--- config.mk ---
export PLATFORM = sky130hd
export DESIGN_NAME = mips_mc_ctrl
export DESIGN_NICKNAME = d
export VERILOG_FILES = /design/src/rtl/mips_mc_pkg.sv /design/src/rtl/mips_mc_outdec.sv /design/src/rtl/mips_mc_ctrl.sv
export SDC_FILE = /design/constraint.sdc
export NUM_CORES = 1
export LEC_CHECK = 0
export BUFFER_PORTS_ARGS = -buffer_cell sky130_fd_sc_hd__buf_4
export CAP_MARGIN = 20
export CORE_MARGIN = 2
export CORE_UTILIZATION = 49
export DETAILED_ROUTE_END_ITERATION = 6
export GPL_TIMING_DRIVEN = 0
export PLACE_DENSITY = 0.8
export SLEW_MARGIN = 0
export SYNTH_ARGS = -nofsm -noshare
export SYNTH_HDL_FRONTEND = slang
export SYNTH_SLANG_ARGS = --single-unit
--- constraint.sdc ---
create_clock -name clk -period 2.25 [get_ports clk]
set_clock_uncertainty 0.05 [all_clocks]
set_input_delay 0.225 -clock clk [delete_from_list [all_inputs] [get_ports clk]]
set_output_delay 0.225 -clock clk [all_outputs]
set_load 0.01 [all_outputs]
--- src/rtl/mips_mc_pkg.sv ---
// Shared definitions for the multicycle MIPS control path: state encoding,
// opcodes and datapath mux encodings.
package mips_mc_pkg;

  typedef enum logic [3:0] {
    ST_FETCH  = 4'd0,
    ST_DECODE = 4'd1,
    ST_MEMADR = 4'd2,
    ST_MEMRD  = 4'd3,
    ST_MEMWB  = 4'd4,
    ST_MEMWR  = 4'd5,
    ST_EXEC   = 4'd6,
    ST_ALUWB  = 4'd7,
    ST_BRANCH = 4'd8,
    ST_ADDIEX = 4'd9,
    ST_ADDIWB = 4'd10,
    ST_JUMP   = 4'd11
  } state_t;

  localparam logic [5:0] OP_RTYPE = 6'b000000;
  localparam logic [5:0] OP_LW    = 6'b100011;
  localparam logic [5:0] OP_SW    = 6'b101011;
  localparam logic [5:0] OP_BEQ   = 6'b000100;
  localparam logic [5:0] OP_ADDI  = 6'b001000;
  localparam logic [5:0] OP_J     = 6'b000010;

  localparam logic [1:0] SRCB_REGB    = 2'b00;
  localparam logic [1:0] SRCB_FOUR    = 2'b01;
  localparam logic [1:0] SRCB_IMM     = 2'b10;
  localparam logic [1:0] SRCB_IMM_SH2 = 2'b11;

  localparam logic [1:0] ALUOP_ADD   = 2'b00;
  localparam logic [1:0] ALUOP_SUB   = 2'b01;
  localparam logic [1:0] ALUOP_FUNCT = 2'b10;

  localparam logic [1:0] PCSRC_ALU    = 2'b00;
  localparam logic [1:0] PCSRC_ALUOUT = 2'b01;
  localparam logic [1:0] PCSRC_JUMP   = 2'b10;

  typedef struct packed {
    logic       pc_we;
    logic       iord;
    logic       mem_rd;
    logic       mem_wr;
    logic       ir_we;
    logic       reg_dst;
    logic       mem_to_reg;
    logic       reg_we;
    logic       alu_src_a;
    logic [1:0] alu_src_b;
    logic [1:0] alu_op;
    logic [1:0] pc_src;
    logic       instr_done;
  } ctrl_t;

  function automatic logic op_is_legal(input logic [5:0] op);
    return (op == OP_RTYPE) || (op == OP_LW) || (op == OP_SW) ||
           (op == OP_BEQ)   || (op == OP_ADDI) || (op == OP_J);
  endfunction

endpackage

--- src/rtl/mips_mc_outdec.sv ---
// Combinational decode of the sequencer state into the datapath control word.
module mips_mc_outdec
  import mips_mc_pkg::*;
(
  input  state_t state,
  input  logic   mem_ready,
  input  logic   zero,
  output ctrl_t  ctrl
);

  always_comb begin
    ctrl = '0;
    case (state)
      ST_FETCH: begin
        ctrl.mem_rd    = 1'b1;
        ctrl.alu_src_b = SRCB_FOUR;
        ctrl.pc_src    = PCSRC_ALU;
        ctrl.ir_we     = mem_ready;
        ctrl.pc_we     = mem_ready;
      end
      // Branch target is formed here while the opcode is still being decoded
      ST_DECODE: ctrl.alu_src_b = SRCB_IMM_SH2;
      ST_MEMADR, ST_ADDIEX: begin
        ctrl.alu_src_a = 1'b1;
        ctrl.alu_src_b = SRCB_IMM;
      end
      ST_MEMRD: begin
        ctrl.mem_rd = 1'b1;
        ctrl.iord   = 1'b1;
      end
      ST_MEMWR: begin
        ctrl.mem_wr     = 1'b1;
        ctrl.iord       = 1'b1;
        ctrl.instr_done = mem_ready;
      end
      ST_MEMWB: begin
        ctrl.reg_we     = 1'b1;
        ctrl.mem_to_reg = 1'b1;
        ctrl.instr_done = 1'b1;
      end
      ST_EXEC: begin
        ctrl.alu_src_a = 1'b1;
        ctrl.alu_op    = ALUOP_FUNCT;
      end
      ST_ALUWB: begin
        ctrl.reg_we     = 1'b1;
        ctrl.reg_dst    = 1'b1;
        ctrl.instr_done = 1'b1;
      end
      ST_ADDIWB: begin
        ctrl.reg_we     = 1'b1;
        ctrl.instr_done = 1'b1;
      end
      ST_BRANCH: begin
        ctrl.alu_src_a  = 1'b1;
        ctrl.alu_op     = ALUOP_SUB;
        ctrl.pc_src     = PCSRC_ALUOUT;
        ctrl.pc_we      = zero;
        ctrl.instr_done = 1'b1;
      end
      ST_JUMP: begin
        ctrl.pc_src     = PCSRC_JUMP;
        ctrl.pc_we      = 1'b1;
        ctrl.instr_done = 1'b1;
      end
      default: ctrl = '0;
    endcase
  end

endmodule

--- src/rtl/mips_mc_ctrl.sv ---
// Multicycle MIPS control sequencer: state register, next-state logic,
// reset gating of write strobes and the retired-instruction counter.
module mips_mc_ctrl
  import mips_mc_pkg::*;
#(
  parameter int unsigned CNT_W = 16
) (
  input  logic             clk,
  input  logic             rst_n,
  input  logic [5:0]       op_c,
  input  logic             zero,
  input  logic             mem_ready,
  output logic             pc_we,
  output logic             iord,
  output logic             mem_rd,
  output logic             mem_wr,
  output logic             ir_we,
  output logic             reg_dst,
  output logic             mem_to_reg,
  output logic             reg_we,
  output logic             alu_src_a,
  output logic [1:0]       alu_src_b,
  output logic [1:0]       alu_op,
  output logic [1:0]       pc_src,
  output logic             illegal_op,
  output logic             instr_done,
  output logic [CNT_W-1:0] instr_cnt
);

  state_t           state_q, state_d;
  logic [CNT_W-1:0] cnt_q, cnt_d;
  ctrl_t            ctrl;
  logic             illegal;

  mips_mc_outdec u_outdec (
    .state     (state_q),
    .mem_ready (mem_ready),
    .zero      (zero),
    .ctrl      (ctrl)
  );

  assign illegal = (state_q == ST_DECODE) && !op_is_legal(op_c);

  always_comb begin
    state_d = ST_FETCH;
    case (state_q)
      ST_FETCH:  state_d = mem_ready ? ST_DECODE : ST_FETCH;
      ST_DECODE: begin
        case (op_c)
          OP_RTYPE:     state_d = ST_EXEC;
          OP_LW, OP_SW: state_d = ST_MEMADR;
          OP_BEQ:       state_d = ST_BRANCH;
          OP_ADDI:      state_d = ST_ADDIEX;
          OP_J:         state_d = ST_JUMP;
          default:      state_d = ST_FETCH;
        endcase
      end
      ST_MEMADR: begin
        if (op_c == OP_LW)      state_d = ST_MEMRD;
        else if (op_c == OP_SW) state_d = ST_MEMWR;
        else                    state_d = ST_FETCH;
      end
      ST_MEMRD:  state_d = mem_ready ? ST_MEMWB : ST_MEMRD;
      ST_MEMWR:  state_d = mem_ready ? ST_FETCH : ST_MEMWR;
      ST_EXEC:   state_d = ST_ALUWB;
      ST_ADDIEX: state_d = ST_ADDIWB;
      default:   state_d = ST_FETCH;
    endcase
  end

  always_comb begin
    cnt_d = cnt_q + CNT_W'(ctrl.instr_done);
  end

  always_ff @(posedge clk or negedge rst_n) begin
    if (!rst_n) begin
      state_q <= ST_FETCH;
      cnt_q   <= '0;
    end else begin
      state_q <= state_d;
      cnt_q   <= cnt_d;
    end
  end

  // Strobes are masked by rst_n directly so they drop the instant reset asserts
  assign pc_we      = ctrl.pc_we      & rst_n;
  assign ir_we      = ctrl.ir_we      & rst_n;
  assign reg_we     = ctrl.reg_we     & rst_n;
  assign mem_wr     = ctrl.mem_wr     & rst_n;
  assign instr_done = ctrl.instr_done & rst_n;
  assign illegal_op = illegal         & rst_n;

  assign iord       = ctrl.iord;
  assign mem_rd     = ctrl.mem_rd;
  assign reg_dst    = ctrl.reg_dst;
  assign mem_to_reg = ctrl.mem_to_reg;
  assign alu_src_a  = ctrl.alu_src_a;
  assign alu_src_b  = ctrl.alu_src_b;
  assign alu_op     = ctrl.alu_op;
  assign pc_src     = ctrl.pc_src;
  assign instr_cnt  = cnt_q;

endmodule

==> out/metrics.csv, run 1 <==
metric,value,unit
CTS tree,done,
crit path buf inv count,3,
Area Growth Syn to Fin,39.5,%
r2r setup slk,0.09,ns
r2r startpoint,state_q[3],
fin crit period,2.17,ns
RSZ-0062 raised after global routing,yes,
"EDFF count, synth",0,
Synth Warn #,0,
global-route wire length before repair,4.53,mm
antenna cells,0,
worst-margin pin slew,0.475,ns
syn avg cell area,9.19,µm²
met1 Use GR,0.285,
Arrival @ worst endpoint,1.89,ns
setup slack after layout,0.0804,ns
Crit. End Element,primary output,
worst vdd ir,582,µV
Clock Tree Root,clkbuf_4,
die width,54.1,µm
"Cell Area, Placed",0.00158,mm²
met3 usage,0.0333,
Crit Path Max Fanout,10,
Rows,18,
WL/cell,13.7,µm
Final Hold Viols,0,
worst-case reg-to-reg path depth,9,
HP Class,primary input to asynchronous set/reset pin,
Power per Cell Area,558,mW/mm²
GRT Util Overall,0.213,
Post-Route WL,2.97,mm
Worst-path clk slew,0.13,ns
Yosys reg bits,20,
syn_nets,146,
nets,200,
Routed Antenna Nets,0,
CTS Buf Count,3,
layout cells sized above 1,0.364,
status,"complete, no violations",
period utilization,0.964,
final setup fails,0,
pre-CTS setup slack,-0.0869,ns
gr busiest metal,met2,
Yosys cell types,36,
Synth Cell Area,0.00123,mm²
worst-path cell chain,buf_4 > buf_1 > mux2_2 > nor3_1 > buf_4,
worst skew pair latency,0.31,ns
initial antenna violation count,0,
Placer Congestion,0.837,
Fmax,461,MHz
max-slew violations,0,
"Seq/Total Area, Yosys",0.407,
Post-DP HPWL,2.15,mm
vias,1182,
fillers,193,
slowest CP cell,dfrtp_1,
RR Endpoint,instr_cnt[10],
initial drt markers,18,
drt drc,0,
Die Y,54.1,µm
most frequent CP cell,buf_4,
IO Pins,43,
CP startpoint kind,flip-flop,
Pre-Repair DR Iteration Count,4,
Worst path top cell family by delay,buffers and inverters,
Final Hold Slack,0.278,ns
total of max-cap violations,0,
leakage,0.852,nW
Die ar.,0.00293,mm²
"Largest stage delay, worst path",0.40,ns
DR vias/cell,5.45,
"Req. time, crit path",1.98,ns
Rel. slew slack,0.683,
asr flop ratio synth,1.00,
Most used DFF post-synth,dfrtp_1,
largest net degree at the start of global routing,23,
H-Tree Depth,1,
vias in the first global route,1009,
Core ar.,0.00243,mm²
initial core utilization,0.506,
Sink Count,20,
M2 GR Usage,0.355,
Final Cell Area,0.00172,mm²
Max Root-Sink Buffers,2,
PortBufs,41,
total gr overflow,0,
Worst Setup Path Type,flip-flop to primary output,
cell count after synthesis,134,
[sequential cells by signal (all words and copies together), names as in the netlist]
signal and flops:
instr_cnt 16, state_q 4
[cell type report]
cell class                 count  area (µm²)  area share
tap                           30        37.5      0.0218
timing repair buffer          49         370       0.216
clock buffer                   3        22.5      0.0131
clock inverter                 1        30.0      0.0175
buffer                         6        32.5      0.0189
inverter                       3        11.3     0.00655
multi-input combinational    105         712       0.414
sequential                    20         502       0.292
[per-stage QoR]
stage          instances  utilization   TNS, ns  power (mW)
3_5_place_dp         205        0.648    -0.147       0.655
3_3_place_gp         205        0.648  -0.00189       0.644
2_1_floorplan        134            -         0       0.538
6_report             217        0.706         0       0.959
4_1_cts              217        0.704         0       0.967
5_1_grt              217        0.706   -0.0502        1.01
[power breakdown]
| part | leakage [nW] | switching (mW) | internal (mW) |
|---|---|---|---|
| registers | 0.271 | 0.0451 | 0.392 |
| clock network | 0.0279 | 0.110 | 0.180 |
| logic | 0.553 | 0.113 | 0.118 |
[worst reg2reg max path: cells and delay by family, from the launching register on]
kind	cells	cell delay (ns)
compound gates	1	0.23
flops	1	0.42
fa+ha+maj	2	0.40
xor+xnor	1	0.18
simple gates	5	0.78
[how the worst max path moves through the flow]
| stage | depth (start not counted) | to | slack [ns] | from |
|---|---|---|---|---|
| 3_3_place_gp | 10 | instr_cnt[10] | -0.002 | state_q[0] |
| 3_5_place_dp | 10 | instr_cnt[10] | -0.09 | state_q[0] |
| 2_1_floorplan | 10 | instr_cnt[10] | 0.19 | state_q[0] |
| 4_1_cts | 10 | instr_cnt[10] | 0.02 | state_q[0] |
| 6_report | 5 | pc_we | 0.08 | state_q[3] |
| 5_1_grt | 10 | instr_cnt[10] | -0.05 | state_q[1] |
[cell usage in the layout (no fill, tap or decap), drive strengths merged, types with 5 or more instances in the layout]
cell    netlist  final
nor3         14     14
buf           4     52
nand2        10     10
dfrtp        20     20
nor4          6      6
xnor2         9      9
nand3        10     10
xor2          7      7
clkbuf        2      5
nand2b        5      5
nor2         13     13
[routing by layer]
layer,vias up,routed length (µm)
li1,579,-
met1,569,1310
met2,32,1520
met3,2,125
met4,0,10
met5,-,0
[what timing repair did]
| item | 4_1_cts | 5_1_grt |
|---|---|---|
| pin swaps | 2 | 3 |
| cloned | 0 | 0 |
| buffers inserted | 7 | 0 |
| hold buffers | 1 | 0 |
| endpoints found under the hold margin | 20 | 0 |
| endpoints found under the setup margin | 5 | 6 |
| gates resized for setup | 6 | 3 |
[Yosys cell counts, drive strengths merged (2+ instances only)]
cell type | number | area [µm²]
nor2b | 2 | 12.5
buf | 4 | 22.5
o21ai | 4 | 20.0
nand2 | 10 | 37.5
a211o | 2 | 17.5
nor3b | 3 | 22.5
a21oi | 4 | 20.0
ha | 2 | 25.0
nor2 | 13 | 48.8
nor3 | 14 | 75.1
and3 | 4 | 25.0
dfrtp | 20 | 500
xnor2 | 9 | 78.8
clkbuf | 2 | 7.51
inv | 3 | 11.3
nand3 | 10 | 67.6
nor4 | 6 | 58.8
xor2 | 7 | 61.3
nand2b | 5 | 31.3
[logic make-up after synthesis]
kind of cell             count (synthesis)  synth area share
multiplexers                             2            0.0173
flip-flops                              20             0.407
XOR/XNOR                                16             0.114
AND/OR/NAND/NOR                         69             0.320
adder cells (fa/ha/maj)                  2            0.0203
AO/OA/AOI/OAI                           16            0.0884
buffers and inverters                    9            0.0335
No activity file was read; power rests on OpenSTA's default activity.
==> run 2, diff against run 1 <==
Settings changed: CORE_UTILIZATION 49 to 37, PLACE_DENSITY 0.8 to 0.63.
==> run 2 against run 1 <==
  * Fmax fell by 2.0%
  * Sequential share of layout area down 2.0 points
  * Via count increased by 0.85%
  * Clock power about the same
  * Worst setup slack worse by 0.045 ns
==> out/metrics.csv, run 2 (synthesized netlist as in run 1, its figures left out) <==
metric,value,unit
GRT Util Overall,0.172,
worst-path cell chain,buf_4 > clkbuf_1 > mux2_2 > nor3_1 > buf_4,
switching share of total power,0.279,
final setup fails,0,
largest net degree at the start of global routing,23,
CTS tree,done,
combinational power share,0.259,
initial drt markers,37,
H-Tree Depth,1,
total of max-cap violations,0,
RSZ-0062 raised after global routing,yes,
CP startpoint kind,flip-flop,
Placer Congestion,0.811,
Worst path top cell family by delay,buffers and inverters,
Worst-path clk slew,0.12,ns
clock share of power,0.294,
gr busiest metal,met2,
"commonest non-fill, non-tap cell in the layout",buf_4,
most frequent CP cell,buf_4,
global-route wire length before repair,4.96,mm
max reg flops,16,
Post-Route WL,3.26,mm
Core ar.,0.00310,mm²
worst vdd ir,472,µV
setup slack after layout,0.0353,ns
Power per Cell Area,534,mW/mm²
Max Root-Sink Buffers,2,
Die Y,61.7,µm
IO Pins,43,
initial core utilization,0.397,
Routed Antenna Nets,0,
max-slew violations,0,
Final Cell Area,0.00184,mm²
total power draw,0.984,mW
initial antenna violation count,0,
crit path buf inv count,3,
"Cell Area, Placed",0.00159,mm²
Clock Tree Root,clkbuf_4,
DR vias/cell,5.03,
Final Hold Viols,0,
HP Class,primary input to asynchronous set/reset pin,
Post-DP HPWL,2.19,mm
slowest CP cell,dfrtp_1,
Fmax,452,MHz
vias in the first global route,1110,
Crit. End Element,primary output,
Sw Pwr,0.275,mW
"commonest non-fill, non-tap cells in the layout","buf_4, dfrtp_1, nor2_1, nor3_1, nand2_1",
Internal Power,0.710,mW
met3 usage,0.0252,
Crit Path Max Fanout,10,
PortBufs,41,
antenna cells,0,
Pre-Repair DR Iteration Count,4,
leakage,0.949,nW
"Largest stage delay, worst path",0.41,ns
Worst Setup Path Type,flip-flop to primary output,
Reg power frac,0.447,
vias,1192,
Die ar.,0.00381,mm²
met1 Use GR,0.238,
M2 GR Usage,0.280,
final core area utilization,0.594,
Sink Count,20,
total gr overflow,0,
fin crit period,2.21,ns
layout cells sized above 1,0.399,
worst-margin pin slew,0.495,ns
status,"complete, no violations",
WL/cell,13.8,µm
pre-CTS setup slack,-0.0618,ns
period utilization,0.984,
drt drc,0,
Rel. slew slack,0.670,
Rows,20,
die width,61.7,µm
Area Growth Syn to Fin,49.7,%
worst skew pair latency,0.30,ns
nets,206,
CTS Buf Count,3,
Arrival @ worst endpoint,1.94,ns
"Req. time, crit path",1.98,ns
## run 2: cell types whose count changed in the layout (fill, tap and decap cells not counted), sizes merged
| cell | change |
|---|---|
| buf | +6 |
## run 2: repair_timing
item	CTS	global route
setup buffers	4	9
setup endpoints to repair	5	6
pin swaps	2	10
hold buffers	1	0
hold endpoints to repair	20	0
gates resized for setup	6	17
## run 2: worst paths after layout
path	slack [ns]	cells past startpoint	start	endpoint
worst max-delay path	0.04	5	state_q[3]	pc_we
worst min-delay path	0.27	2	rst_n	instr_cnt[8]
worst max register to register	0.08	10	state_q[0]	instr_cnt[14]
worst min register to register	0.44	1	instr_cnt[15]	instr_cnt[15]
max in group asynchronous	1.64	2	rst_n	instr_cnt[2]
min in group clk	0.29	3	op_c[3]	state_q[1]
## run 2: area by class of cell
cell class / count / area [µm²]
inverter: 3 / 11.3
fill: 305 / 1260
clock inverter: 1 / 30.0
multi-input combinational: 105 / 764
tap: 44 / 55.1
timing repair buffer: 55 / 415
sequential: 20 / 502
buffer: 6 / 42.5
clock buffer: 3 / 22.5
## run 2: metrics by stage
step / TNS [ns] / instances / hold WS (ns)
detailed placement: -0.201 / 219 / 0.0762
CTS: 0 / 228 / 0.263
global placement: -0.0586 / 219 / 0.0733
floorplan: 0 / 134 / -0.121
finish: 0 / 237 / 0.273
global route: -0.274 / 237 / 0.291
## run 2: power by group through the flow
stage	logic [mW]	registers [mW]	clock network [mW]
final	0.255	0.440	0.290
after global routing	0.282	0.445	0.315
after CTS	0.223	0.433	0.301
after detailed placement	0.213	0.441	0
after global placement	0.207	0.440	0
after floorplan	0.0891	0.449	0
## run 2: worst reg2reg max path: cells and delay by family, from the launching register on
kind            cells  cell delay [ns]
simple gates        5             0.74
flops               1             0.42
fa+ha+maj           2             0.41
compound gates      1             0.19
xor+xnor            1             0.15
buf+inv             1             0.13
## run 2: per-layer routing
layer  share of wire  wire length (µm)  up-vias
met5               0                 0        -
met4           0.017                57        0
met3           0.031               100        6
met2            0.51              1680       28
met1            0.44              1430      565
li1                -                 -      593
